File: src/rtl/serial_adder.sv
// Bit-serial WIDTH-bit adder: one full-adder cell plus carry flop, LSB first; optional subtract via SERIAL_ADDER_SUB_EN.
// Latency: done_out pulses WIDTH cycles after the accepted start edge; one op per WIDTH+1 cycles.
// Backpressure: start_in is honoured only in IDLE (including the done_out cycle); ignored while busy_out=1.
module serial_adder #(
  parameter int WIDTH = 8
) (
  input  logic             clk_in,
  input  logic             reset_in,
  input  logic             start_in,
`ifdef SERIAL_ADDER_SUB_EN
  input  logic             sub_in,
`endif
  input  logic [WIDTH-1:0] a_in,
  input  logic [WIDTH-1:0] b_in,
  input  logic             carry_in,
  output logic             busy_out,
  output logic             done_out,
  output logic [WIDTH-1:0] sum_out,
  output logic             carry_out
);

  localparam int CW = (WIDTH > 2) ? $clog2(WIDTH) : 1;

  typedef enum logic {
    IDLE  = 1'b0,
    SHIFT = 1'b1
  } state_t;

  state_t           state;
  state_t           state_nxt;

  logic [WIDTH-1:0] a_reg;
  logic [WIDTH-1:0] b_reg;
  logic [WIDTH-1:0] res_reg;
  logic             c_reg;
  logic [CW-1:0]    cnt;

  logic             load;
  logic             step;
  logic             finish;
  logic             last_bit;
  logic             bit_s;
  logic             bit_c;
  logic [WIDTH-1:0] b_load;
  logic             c_load;

  // The single full-adder cell working on the current LSBs
  always_comb begin
    bit_s = a_reg[0] ^ b_reg[0] ^ c_reg;
    bit_c = (a_reg[0] & b_reg[0]) | (a_reg[0] & c_reg) | (b_reg[0] & c_reg);
  end

  // Operand selection at load: subtract is a + ~b + 1
  always_comb begin
`ifdef SERIAL_ADDER_SUB_EN
    b_load = sub_in ? ~b_in : b_in;
    c_load = sub_in ? 1'b1 : carry_in;
`else
    b_load = b_in;
    c_load = carry_in;
`endif
  end

  assign last_bit = (cnt == CW'(WIDTH - 1));
  assign busy_out = (state == SHIFT);

  // State register
  always_ff @(posedge clk_in) begin
    if (reset_in) begin
      state <= IDLE;
    end else begin
      state <= state_nxt;
    end
  end

  // Next-state logic and datapath control strobes
  always_comb begin
    state_nxt = state;
    load      = 1'b0;
    step      = 1'b0;
    finish    = 1'b0;
    case (state)
      IDLE: begin
        if (start_in) begin
          state_nxt = SHIFT;
          load      = 1'b1;
        end
      end
      SHIFT: begin
        step = 1'b1;
        if (last_bit) begin
          state_nxt = IDLE;
          finish    = 1'b1;
        end
      end
      default: state_nxt = IDLE;
    endcase
  end

  // Shift datapath and result registers; results only move on the final bit
  always_ff @(posedge clk_in) begin
    if (reset_in) begin
      a_reg     <= '0;
      b_reg     <= '0;
      res_reg   <= '0;
      c_reg     <= 1'b0;
      cnt       <= '0;
      done_out  <= 1'b0;
      sum_out   <= '0;
      carry_out <= 1'b0;
    end else begin
      done_out <= finish;
      if (load) begin
        a_reg <= a_in;
        b_reg <= b_load;
        c_reg <= c_load;
        cnt   <= '0;
      end
      if (step) begin
        a_reg   <= {1'b0, a_reg[WIDTH-1:1]};
        b_reg   <= {1'b0, b_reg[WIDTH-1:1]};
        res_reg <= {bit_s, res_reg[WIDTH-1:1]};
        c_reg   <= bit_c;
        cnt     <= cnt + CW'(1);
      end
      if (finish) begin
        sum_out   <= {bit_s, res_reg[WIDTH-1:1]};
        carry_out <= bit_c;
      end
    end
  end

endmodule
File: config.mk
export PLATFORM = sky130hd
export DESIGN_NAME = serial_adder
export DESIGN_NICKNAME = d
export VERILOG_FILES = /design/src/rtl/serial_adder.sv
export SDC_FILE = /design/constraint.sdc
export NUM_CORES = 1
export LEC_CHECK = 0
export ABC_CLOCK_PERIOD_IN_PS = 1520
export BUFFER_PORTS_ARGS = -buffer_cell sky130_fd_sc_hd__buf_2
export CAP_MARGIN = 20
export CORE_MARGIN = 10
export CORE_UTILIZATION = 54
export CTS_CLUSTER_DIAMETER = 80
export DETAILED_ROUTE_END_ITERATION = 12
export PLACE_DENSITY = 0.78
export REMOVE_ABC_BUFFERS = 1
export SLEW_MARGIN = 20
export SYNTH_ARGS = -nofsm -noshare
export SYNTH_HDL_FRONTEND = slang
export SYNTH_SLANG_ARGS = --single-unit
File: constraint.sdc
create_clock -name clk_in -period 1.52 [get_ports clk_in]
set_input_delay 0.304 -clock clk_in [delete_from_list [all_inputs] [get_ports clk_in]]
set_output_delay 0.304 -clock clk_in [all_outputs]
set_load 0.05 [all_outputs]
# Word-level counts from Yosys, hierarchy flattened
# Cells that the tools add are included.
[word_totals]
reg_bits = 39
inputBits = 20
output_inout_bits = 11
wordCells = 38
[classes]
addsub = 1
eq_ne = 1
n_mux = 15
n_bitwise = 8
reduce_logical = 2
[ops]
columns = ["op", "n"]
rows = [
  ["$mux W7", 4],
  ["$mux W1", 8],
  ["$mux W3", 2],
  ["$add A3 B1 Y3 const B", 1],
  ["$and A1 B1 Y1", 3],
  ["$eq A3 B3 Y1 const B", 1],
  ["$or A1 B1 Y1", 2],
  ["$pmux W1 S2", 1],
  ["$reduce_bool A2 Y1", 1],
  ["$reduce_or A2 Y1", 1],
  ["$xor A1 B1 Y1", 2],
  ["$not A1 Y1", 1],
]

# Longest topological paths before layout
# Gate-level depths: netlist of the first run.
[depth]
word_depth = 4
mapped_depth = 5
depth_no_buf = 4

# Least setup slack after synthesis of the first run
# OpenSTA, ideal clock, no wires.
[synth_path]
path_type = "reg2reg"
startpoint = "register state, in the netlist busy_out"
endpoint = "register res_reg[7]"
setup_ps = 128
arrival_ps = 1308
t_required_ps = 1392
path_slack_ps = 85
path_stages_with_launch = 5
n_path_buf = 2
period_less_slack_ps = 1435
path_cell_list = "dfxtp_1 > buf_4 > buf_6 > mux2i_1 > nor2_1"
[synth_between]
elab_chain_cells = 1
[synth_lines]
columns = ["item", "line_no", "rtl"]
rows = [
  ["from (decl)", "29", "state_t state;"],
  ["from (signal assigned)", "72", "state <= state_nxt;"],
  ["$mux W1", "82", "case (state)"],
  ["to (signal assigned)", "122", "res_reg <= {bit_s, res_reg[WIDTH-1:1]};"],
  ["to (decl)", "34", "logic [WIDTH-1:0] res_reg;"],
]
# No other way between the ends.
# A chain may end at the register's enable or synchronous reset.

# Worst setup path in the final report of the first run
[layout_path]
startpoint = "register state, in the netlist busy_out"
endpoint = "output port busy_out"
[layout_rtl]
columns = ["item", "line_no", "rtl"]
rows = [
  ["to (decl)", "16", "output logic busy_out,"],
]
# No word-level cell between the ends.

==> impl_metrics.env, run 1 <==
export IMPL_outcome="finished, final reports clean"
export IMPL_cts_root_buf="clkbuf_4"
export IMPL_drtIter0Drc=86
export IMPL_synth_commonest_cells="dfxtp_1, mux2i_1, a211oi_1"
export IMPL_cts_max_level=2
export IMPL_synth_simple_area_share_pct=13.88
export IMPL_cellLeakagePower_nw=0.8025
export IMPL_slew_violations=0
export IMPL_arrival_ns=1.14
export IMPL_vdd_drop_max_v=0.0006534
export IMPL_drc=0
export IMPL_antenna_cells=0
export IMPL_clock_skew_ns=0.009869
export IMPL_fin_util_pct=65.37
export IMPL_netlist_instances=159
export IMPL_cp_required_ns=1.22
export IMPL_cp_start_kind="flop"
export IMPL_finalHoldViolCount=0
export IMPL_hold_end="b_reg[7]$_SDFFE_PP0P_"
export IMPL_crit_family="flip-flops"
export IMPL_antenna_found_initial=0
export IMPL_p_per_area_nw_per_um2=988.3
export IMPL_yosysSeqAreaShare_pct=46.63
export IMPL_synth_xor_area_share_pct=0
export IMPL_r2r_slack_ns=0.22
export IMPL_crit_path_end_kind="primary output"
export IMPL_rsz0062_at_grt="no"
export IMPL_synth_largest_area_cell="dfxtp_1"
export IMPL_syn2layout_area_growth_pct=13.34
export IMPL_crit_fanout=17
export IMPL_synth_compound_area_share_pct=16.56
export IMPL_cts_resized_gates=2
export IMPL_insertion_delay_ns=0.34
export IMPL_grt_pass1_vias=1218
export IMPL_routedWlPerCell_um=14.29
export IMPL_max_stage_delay_ns=0.49
export IMPL_hp_class="input pin to flop"
export IMPL_fmax_ghz=0.6935
export IMPL_die_h_um=74.97
export IMPL_synth_top_family_by_area="compound AO/OA/AOI/OAI gates"
export IMPL_synth_most_common_cell="dfxtp_1"
export IMPL_clockBufferDepth=2
export IMPL_cp_slowest_cell="dfxtp_4"
export IMPL_clock_sinks=38
export IMPL_worstSetupPathType="flop to primary output"
export IMPL_ys_types=20
export IMPL_place_area_um2=1784
export IMPL_grt_pass1_wl_mm=5.278
export IMPL_timing_rr_start="cnt[0]$_SDFFE_PP0P_"
export IMPL_grt_max_degree=39
export IMPL_synth_seq_cells=38
export IMPL_final_area_um2=1849
export IMPL_ioPinCount=31
export IMPL_worst_pin_slew_ns=0.5469
export IMPL_drive_gt1_share_pct=27.96
export IMPL_final_cell_count_no_fill=217
export IMPL_cts_hold_buf=0
export IMPL_ys_warn_count=0
export IMPL_grt_overflow_total=0
export IMPL_synth_edf_count=0
export IMPL_hp_start="b_in[7]"
export IMPL_synthAdderAreaFrac_pct=2.761
export IMPL_dieArea_um2=5620
export IMPL_clk_pin_slew_ns=0.11
export IMPL_holdPathStages=3
export IMPL_reg2regPathDepth=4
export IMPL_synth_area_top_cells="dfxtp_1, mux2i_1, a211oi_1, nor2b_1, a21bo_2"
export IMPL_netlist_area_um2=1632
export IMPL_drv_cap=0
export IMPL_place_congestion=0.7041
export IMPL_vias=1221
export IMPL_synth_ff_type="dfxtp_1"
export IMPL_cts_tree="yes"
export IMPL_num_rows=19
export IMPL_path_buf_inv=1
export IMPL_port_buffers=30
export IMPL_grt_usage_pct=11.88
export IMPL_slew_headroom_pct=63.54
export IMPL_ant_nets=0
export IMPL_drtPass1Iterations=4
export IMPL_cts_buffers=5
export IMPL_setup_violations=0
export IMPL_dp_cells=209
export IMPL_path_cells="buf_2"
export IMPL_synth_mux_area_share_pct=14.72
export IMPL_yosysTopAreaCellShare_pct=46.63
export IMPL_ys_async_sr_fraction_pct=0
export IMPL_hpwlAfterDp_mm=2.128
export IMPL_fin_nets=208
export IMPL_period_needed_ns=1.442
export IMPL_die_x_um=74.97
export IMPL_cts_setup_buffers=0
export IMPL_start_util_pct=57.67
export IMPL_avgSynthCellArea_um2=10.26
export IMPL_min_period_over_period_pct=94.86
export IMPL_core_um2=2829
export IMPL_r2r_end="sum_out[3]$_SDFFE_PP0P_"
export IMPL_wl_mm=3.101
export IMPL_via_per_inst=5.627
export IMPL_p_total_w=0.001828
-- cell families (layout without fill, tap and decap cells) --
family / after synthesis / after routing
and+or+nand+nor: 42 / 42
buffers and inverters: 15 / 42
muxes: 24 / 24
adders and majority gates: 3 / 3
AOI/OAI and AO/OA: 37 / 37
DFF: 38 / 38
-- area by class of cell --
class,instances,area [um2]
Inverter,1,3.754
Clock buffer,7,55.05
Sequential cell,38,764.5
Tap cell,31,38.79
Multi-Input combinational cell,106,784.5
Fill cell,260,979.7
Clock inverter,1,5.005
Timing Repair Buffer,33,197.7
-- report_power, final --
part           internal [W]  leakage, nW  switching, W
logic              0.000103        0.456      0.000104
clock network      0.000224       0.0353      0.000318
registers           0.00104        0.311     0.0000364
-- through the flow --
stage / setup WS [ns] / TNS (ns) / hold slack, ns
final: 0.07809 / 0 / 0.2612
after global routing: 0.01289 / 0 / 0.2826
after CTS: 0.05122 / 0 / 0.2617
after detailed placement: 0.02134 / 0 / 0.4809
after global placement: 0.07357 / 0 / 0.4535
after floorplan: -0.5747 / -16.56 / 0.3731
-- worst register-to-register path: stages (launching register included) --
cell     delay (ns)
dfxtp_1        0.33
ha_1           0.21
ha_2           0.30
a21bo_2        0.26
a21oi_1        0.15
-- metal layers --
layer / GRT usage [%] / up-vias / share of wire, %
met5: 0 / - / 0
met4: 5.042 / 0 / 1.9
met3: 4.468 / 8 / 5.8
met2: 20.29 / 27 / 47
met1: 12.92 / 571 / 46
li1: - / 615 / -
-- cell usage in the layout, fill, tap and decap left out --
cell and count:
buf_12 2, or3b_1 3, mux2i_1 24, a21bo_2 9, clkinv_2 1, ha_2 1
buf_4 1, nand3_1 9, inv_2 1, buf_2 30, ha_1 1, a21oi_1 12
dfxtp_4 1, nand2_1 3, nor2b_1 15, clkbuf_8 1, nor2_1 9, nor3_1 2
dfxtp_1 37, nand2b_1 1, fa_1 1, clkbuf_4 5, a211oi_1 16, clkbuf_1 1
-- how the worst max path moves through the flow --
stage / startpoint / endpoint / slack [ns] / cells past startpoint
6_report: busy_out$_SDFF_PP0_ / busy_out / 0.08 / 1
5_1_grt: busy_out$_SDFF_PP0_ / busy_out / 0.01 / 1
4_1_cts: busy_out$_SDFF_PP0_ / busy_out / 0.05 / 1
3_5_place_dp: cnt[0]$_SDFFE_PP0P_ / sum_out[7]$_SDFFE_PP0P_ / 0.02 / 4
3_3_place_gp: cnt[0]$_SDFFE_PP0P_ / sum_out[7]$_SDFFE_PP0P_ / 0.07 / 4
2_1_floorplan: busy_out$_SDFF_PP0_ / a_reg[0]$_SDFFE_PP0P_ / -0.57 / 2
No activity file was read; power rests on OpenSTA's default activity.
==> run 2: changes to the inputs <==
--- a/config.mk
+++ b/config.mk
@@ -8,11 +8,15 @@
 export ABC_CLOCK_PERIOD_IN_PS = 1520
 export BUFFER_PORTS_ARGS = -buffer_cell sky130_fd_sc_hd__buf_2
 export CAP_MARGIN = 20
+export CELL_PAD_IN_SITES_DETAIL_PLACEMENT = 1
+export CELL_PAD_IN_SITES_GLOBAL_PLACEMENT = 2
+export CORE_ASPECT_RATIO = 0.7
 export CORE_MARGIN = 10
-export CORE_UTILIZATION = 54
+export CORE_UTILIZATION = 35
+export CTS_BUF_LIST = sky130_fd_sc_hd__clkbuf_8
 export CTS_CLUSTER_DIAMETER = 80
 export DETAILED_ROUTE_END_ITERATION = 12
-export PLACE_DENSITY = 0.78
+export PLACE_DENSITY = 0.8
 export REMOVE_ABC_BUFFERS = 1
 export SLEW_MARGIN = 20
 export SYNTH_ARGS = -nofsm -noshare
==> run 2 against run 1 <==
Net effect:
- combinational power hardly changed
- via count is 2.1% lower
- global-route usage is 2.6 points lower
- largest cell class unchanged
- clock power is 15% higher
- sequential cell count stayed put
- register-to-register slack hardly changed
- worst hold slack better by 0.053 ns
- die area is 39% higher
==> impl_metrics.env, run 2 (same netlist as run 1, synthesis figures left out) <==
export IMPL_path_depth=1
export IMPL_ant_nets=0
export IMPL_final_cell_count_no_fill=241
export IMPL_clock_skew_ns=0.004443
export IMPL_dieArea_um2=7836
export IMPL_insertion_delay_ns=0.29
export IMPL_cts_tree="yes"
export IMPL_grt_pass1_wl_mm=5.830
export IMPL_syn2layout_area_growth_pct=14.95
export IMPL_period_needed_ns=1.423
export IMPL_drv_cap=0
export IMPL_drc=0
export IMPL_cts_root_buf="clkbuf_8"
export IMPL_cp_start_kind="flop"
export IMPL_outcome="finished, final reports clean"
export IMPL_cp_required_ns=1.22
export IMPL_cp_slowest_cell="dfxtp_2"
export IMPL_core_um2=4429
export IMPL_hpwlAfterDp_mm=2.496
export IMPL_cts_buffers=5
export IMPL_rsz0062_at_grt="no"
export IMPL_clockBufferDepth=2
export IMPL_start_util_pct=36.84
export IMPL_holdPathStages=3
export IMPL_min_period_over_period_pct=93.63
export IMPL_via_per_inst=4.959
export IMPL_num_rows=20
export IMPL_path_cells="buf_2"
export IMPL_slew_violations=0
export IMPL_vdd_drop_max_v=0.0003074
export IMPL_setup_violations=0
export IMPL_place_area_um2=1797
export IMPL_dp_cells=234
export IMPL_grt_usage_pct=9.267
export IMPL_drtIter0Drc=32
export IMPL_fin_nets=209
export IMPL_clk_pin_slew_ns=0.07
export IMPL_vias=1195
export IMPL_port_buffers=30
export IMPL_place_congestion=0.6854
export IMPL_ioPinCount=31
export IMPL_p_per_area_nw_per_um2=1019
export IMPL_die_x_um=101.6
export IMPL_final_area_um2=1876
export IMPL_layout_commonest_cell="dfxtp_1"
export IMPL_crit_path_end_kind="primary output"
export IMPL_die_h_um=77.13
export IMPL_path_buf_inv=1
export IMPL_cellLeakagePower_nw=0.8100
export IMPL_crit_family="flip-flops"
export IMPL_final_cell_mix="dfxtp_1, buf_2, mux2i_1"
export IMPL_worstSetupPathType="flop to primary output"
export IMPL_grt_max_degree=39
export IMPL_cts_max_level=2
export IMPL_crit_fanout=17
export IMPL_grt_overflow_total=0
export IMPL_reg2regPathDepth=4
export IMPL_clock_sinks=38
export IMPL_wl_mm=3.531
export IMPL_routedWlPerCell_um=14.65
export IMPL_slew_headroom_pct=62.81
export IMPL_finalHoldViolCount=0
export IMPL_arrival_ns=1.12
export IMPL_drive_gt1_share_pct=27.42
export IMPL_fmax_ghz=0.7027
export IMPL_antenna_found_initial=0
export IMPL_hp_class="input pin to flop"
export IMPL_grt_pass1_vias=1192
export IMPL_worst_pin_slew_ns=0.5579
export IMPL_drtPass1Iterations=4
export IMPL_max_stage_delay_ns=0.50
export IMPL_antenna_cells=0
run 2: cell type report:
cell class	instances	area, um2
clock buffers	5	68.82
clock inverters	2	7.507
fillers	524	2554
inverters	1	3.754
multi-input cells	106	784.5
flip-flops and latches	38	762.0
well taps	55	68.82
repair buffers	34	180.2
run 2: where the power goes:
| group | internal, W | switching (W) |
|---|---|---|
| logic | 0.0000979 | 0.000111 |
| registers | 0.00104 | 0.0000342 |
| clock network | 0.000302 | 0.000323 |
run 2: worst paths after layout:
check	startpoint	to	slack, ns
setup / recovery	busy_out$_SDFF_PP0_	busy_out	0.1
hold / removal	b_in[7]	b_reg[7]$_SDFFE_PP0P_	0.31
setup reg to reg	cnt[0]$_SDFFE_PP0P_	sum_out[3]$_SDFFE_PP0P_	0.23
hold reg to reg	res_reg[2]$_SDFFE_PP0P_	sum_out[1]$_SDFFE_PP0P_	0.48
run 2: timing repair:
item / 4_1_cts / 5_1_grt
gates resized for setup: 1 / 0
buffers inserted: 0 / 0
hold buffers: 0 / 0
endpoints found under the setup margin: 9 / 0
run 2: per-stage QoR:
step	total power, W	setup TNS [ns]	hold WS (ns)	utilization, %	setup slack [ns]
after floorplan	0.001214	-16.56	0.3731	-	-0.5747
after global placement	0.001296	0	0.4615	40.57	0.06760
after detailed placement	0.001312	-0.007633	0.4780	40.57	-0.007633
after CTS	0.001945	0	0.3140	42.34	0.07288
after global routing	0.002015	0	0.3227	42.34	0.02942
final	0.001911	0	0.3141	42.34	0.09684
run 2: routing by layer:
layer | up-vias | wire length (um) | GRT usage [%]
met2 | 21 | 1730 | 14.55
met4 | 0 | 50 | 3.846
met1 | 555 | 1553 | 10.64
li1 | 615 | - | -
met3 | 4 | 196 | 4.118
met5 | - | 0 | 0
==> run 3: changes to the inputs <==
--- a/config.mk
+++ b/config.mk
@@ -17,7 +17,6 @@
 export CTS_CLUSTER_DIAMETER = 80
 export DETAILED_ROUTE_END_ITERATION = 12
 export PLACE_DENSITY = 0.8
-export REMOVE_ABC_BUFFERS = 1
 export SLEW_MARGIN = 20
 export SYNTH_ARGS = -nofsm -noshare
 export SYNTH_HDL_FRONTEND = slang
==> run 3 against run 2 <==
Net effect:
- worst setup slack better by 0.037 ns
- clock skew is 0.0026 ns higher
- sequential power hardly changed
==> impl_metrics.env, run 3 (same netlist as run 1, synthesis figures left out) <==
export IMPL_outcome="finished, final reports clean"
export IMPL_crit_family="flip-flops"
export IMPL_drc=0
export IMPL_grt_use_met2_pct=15.07
export IMPL_ant_nets=0
export IMPL_cts_max_level=2
export IMPL_port_buffers=30
export IMPL_cts_hold_buf=0
export IMPL_clk_pin_slew_ns=0.07
export IMPL_mappedNetlistNets=182
export IMPL_clock_sinks=38
export IMPL_cp_slowest_cell="dfxtp_2"
export IMPL_num_rows=20
export IMPL_grt_usage_pct=10.10
export IMPL_drv_cap=0
export IMPL_drive_gt1_share_pct=28.34
export IMPL_cellLeakagePower_nw=0.8204
export IMPL_ioPinCount=31
export IMPL_hpwlAfterDp_mm=2.686
export IMPL_drtPass1Iterations=4
export IMPL_arrival_ns=1.08
export IMPL_cts_resized_gates=1
export IMPL_fin_nets=209
export IMPL_cp_required_ns=1.22
export IMPL_cts_root_buf="clkbuf_8"
export IMPL_gr_usage_met3_pct=3.671
export IMPL_antenna_cells=0
export IMPL_grt_busiest_layer="met2"
export IMPL_place_congestion=0.6996
export IMPL_insertion_delay_ns=0.28
export IMPL_setup_violations=0
export IMPL_period_needed_ns=1.386
export IMPL_worstSetupPathType="flop to primary output"
export IMPL_core_um2=4429
export IMPL_grt_pass1_wl_mm=6.389
export IMPL_path_cells="buf_2"
export IMPL_vdd_drop_max_v=0.0003598
export IMPL_path_buf_inv=1
export IMPL_clock_skew_ns=0.007080
export IMPL_grt_pass1_vias=1268
export IMPL_setup_tns_final_ns=0
export IMPL_finalHoldViolCount=0
export IMPL_rsz0062_at_grt="no"
export IMPL_min_period_over_period_pct=91.19
export IMPL_wl_mm=3.793
export IMPL_hp_class="input pin to flop"
export IMPL_drtIter0Drc=23
export IMPL_syn2layout_area_growth_pct=16.64
export IMPL_crit_path_end_kind="primary output"
export IMPL_antenna_found_initial=0
export IMPL_cts_buffers=5
export IMPL_grt_max_degree=23
export IMPL_p_total_w=0.001988
export IMPL_max_stage_delay_ns=0.48
export IMPL_final_cell_mix="dfxtp_1, buf_2, mux2i_1"
export IMPL_vias=1202
export IMPL_worst_pin_slew_ns=0.5834
export IMPL_routedWlPerCell_um=15.67
export IMPL_die_h_um=77.13
export IMPL_p_per_area_nw_per_um2=1044
export IMPL_cp_start_kind="flop"
export IMPL_clockBufferDepth=2
export IMPL_cts_setup_buffers=0
export IMPL_start_util_pct=36.84
export IMPL_fin_util_pct=42.97
export IMPL_crit_fanout=15
export IMPL_cts_tree="yes"
export IMPL_dieArea_um2=7836
export IMPL_fmax_ghz=0.7215
export IMPL_grt_overflow_total=0
export IMPL_slew_headroom_pct=61.11
export IMPL_slew_violations=0
export IMPL_via_per_inst=4.967
export IMPL_layout_commonest_cell="dfxtp_1"
export IMPL_met1_usage_pct=12.67
export IMPL_die_x_um=101.6
## run 3: report_power, final
part / switching (W) / internal, W
Clock: 0.000336 / 0.000359
Sequential: 0.0000343 / 0.00104
Combinational: 0.000115 / 0.000101
Total: 0.000486 / 0.00150
## run 3: layout make-up
type | count | area, um2
Inverter | 1 | 3.754
Multi-Input combinational cell | 106 | 784.5
Timing Repair Buffer | 34 | 192.7
Clock inverter | 2 | 8.758
Sequential cell | 38 | 762.0
Fill cell | 508 | 2526
Tap cell | 55 | 68.82
Clock buffer | 6 | 82.58
## run 3: per-layer routing
metal	up-vias	part of all wire (%)
met5	-	0
met4	0	1.4
met3	6	5.9
met2	21	47
met1	558	46
li1	617	-
## run 3: path summary, 6_finish.rpt
path                           startpoint                      end  slack, ns  cells past startpoint
setup reg to reg      cnt[0]$_SDFFE_PP0P_  sum_out[0]$_SDFFE_PP0P_       0.21                      4
setup / recovery      busy_out$_SDFF_PP0_                 busy_out       0.13                      1
hold / removal                    a_in[7]    a_reg[7]$_SDFFE_PP0P_       0.31                      3
hold reg to reg   res_reg[1]$_SDFFE_PP0P_  sum_out[0]$_SDFFE_PP0P_       0.49                      2
## run 3: stage by stage
step	worst slack (ns)	instances	cell area, um2	hold slack [ns]
after CTS	0.1026	242	1903	0.3114
after global routing	0.05384	242	1903	0.3376
after floorplan	0.08464	159	1632	0.4428
final	0.1339	242	1903	0.3073
after global placement	0.07272	234	1809	0.4648
after detailed placement	-0.01446	234	1809	0.4773
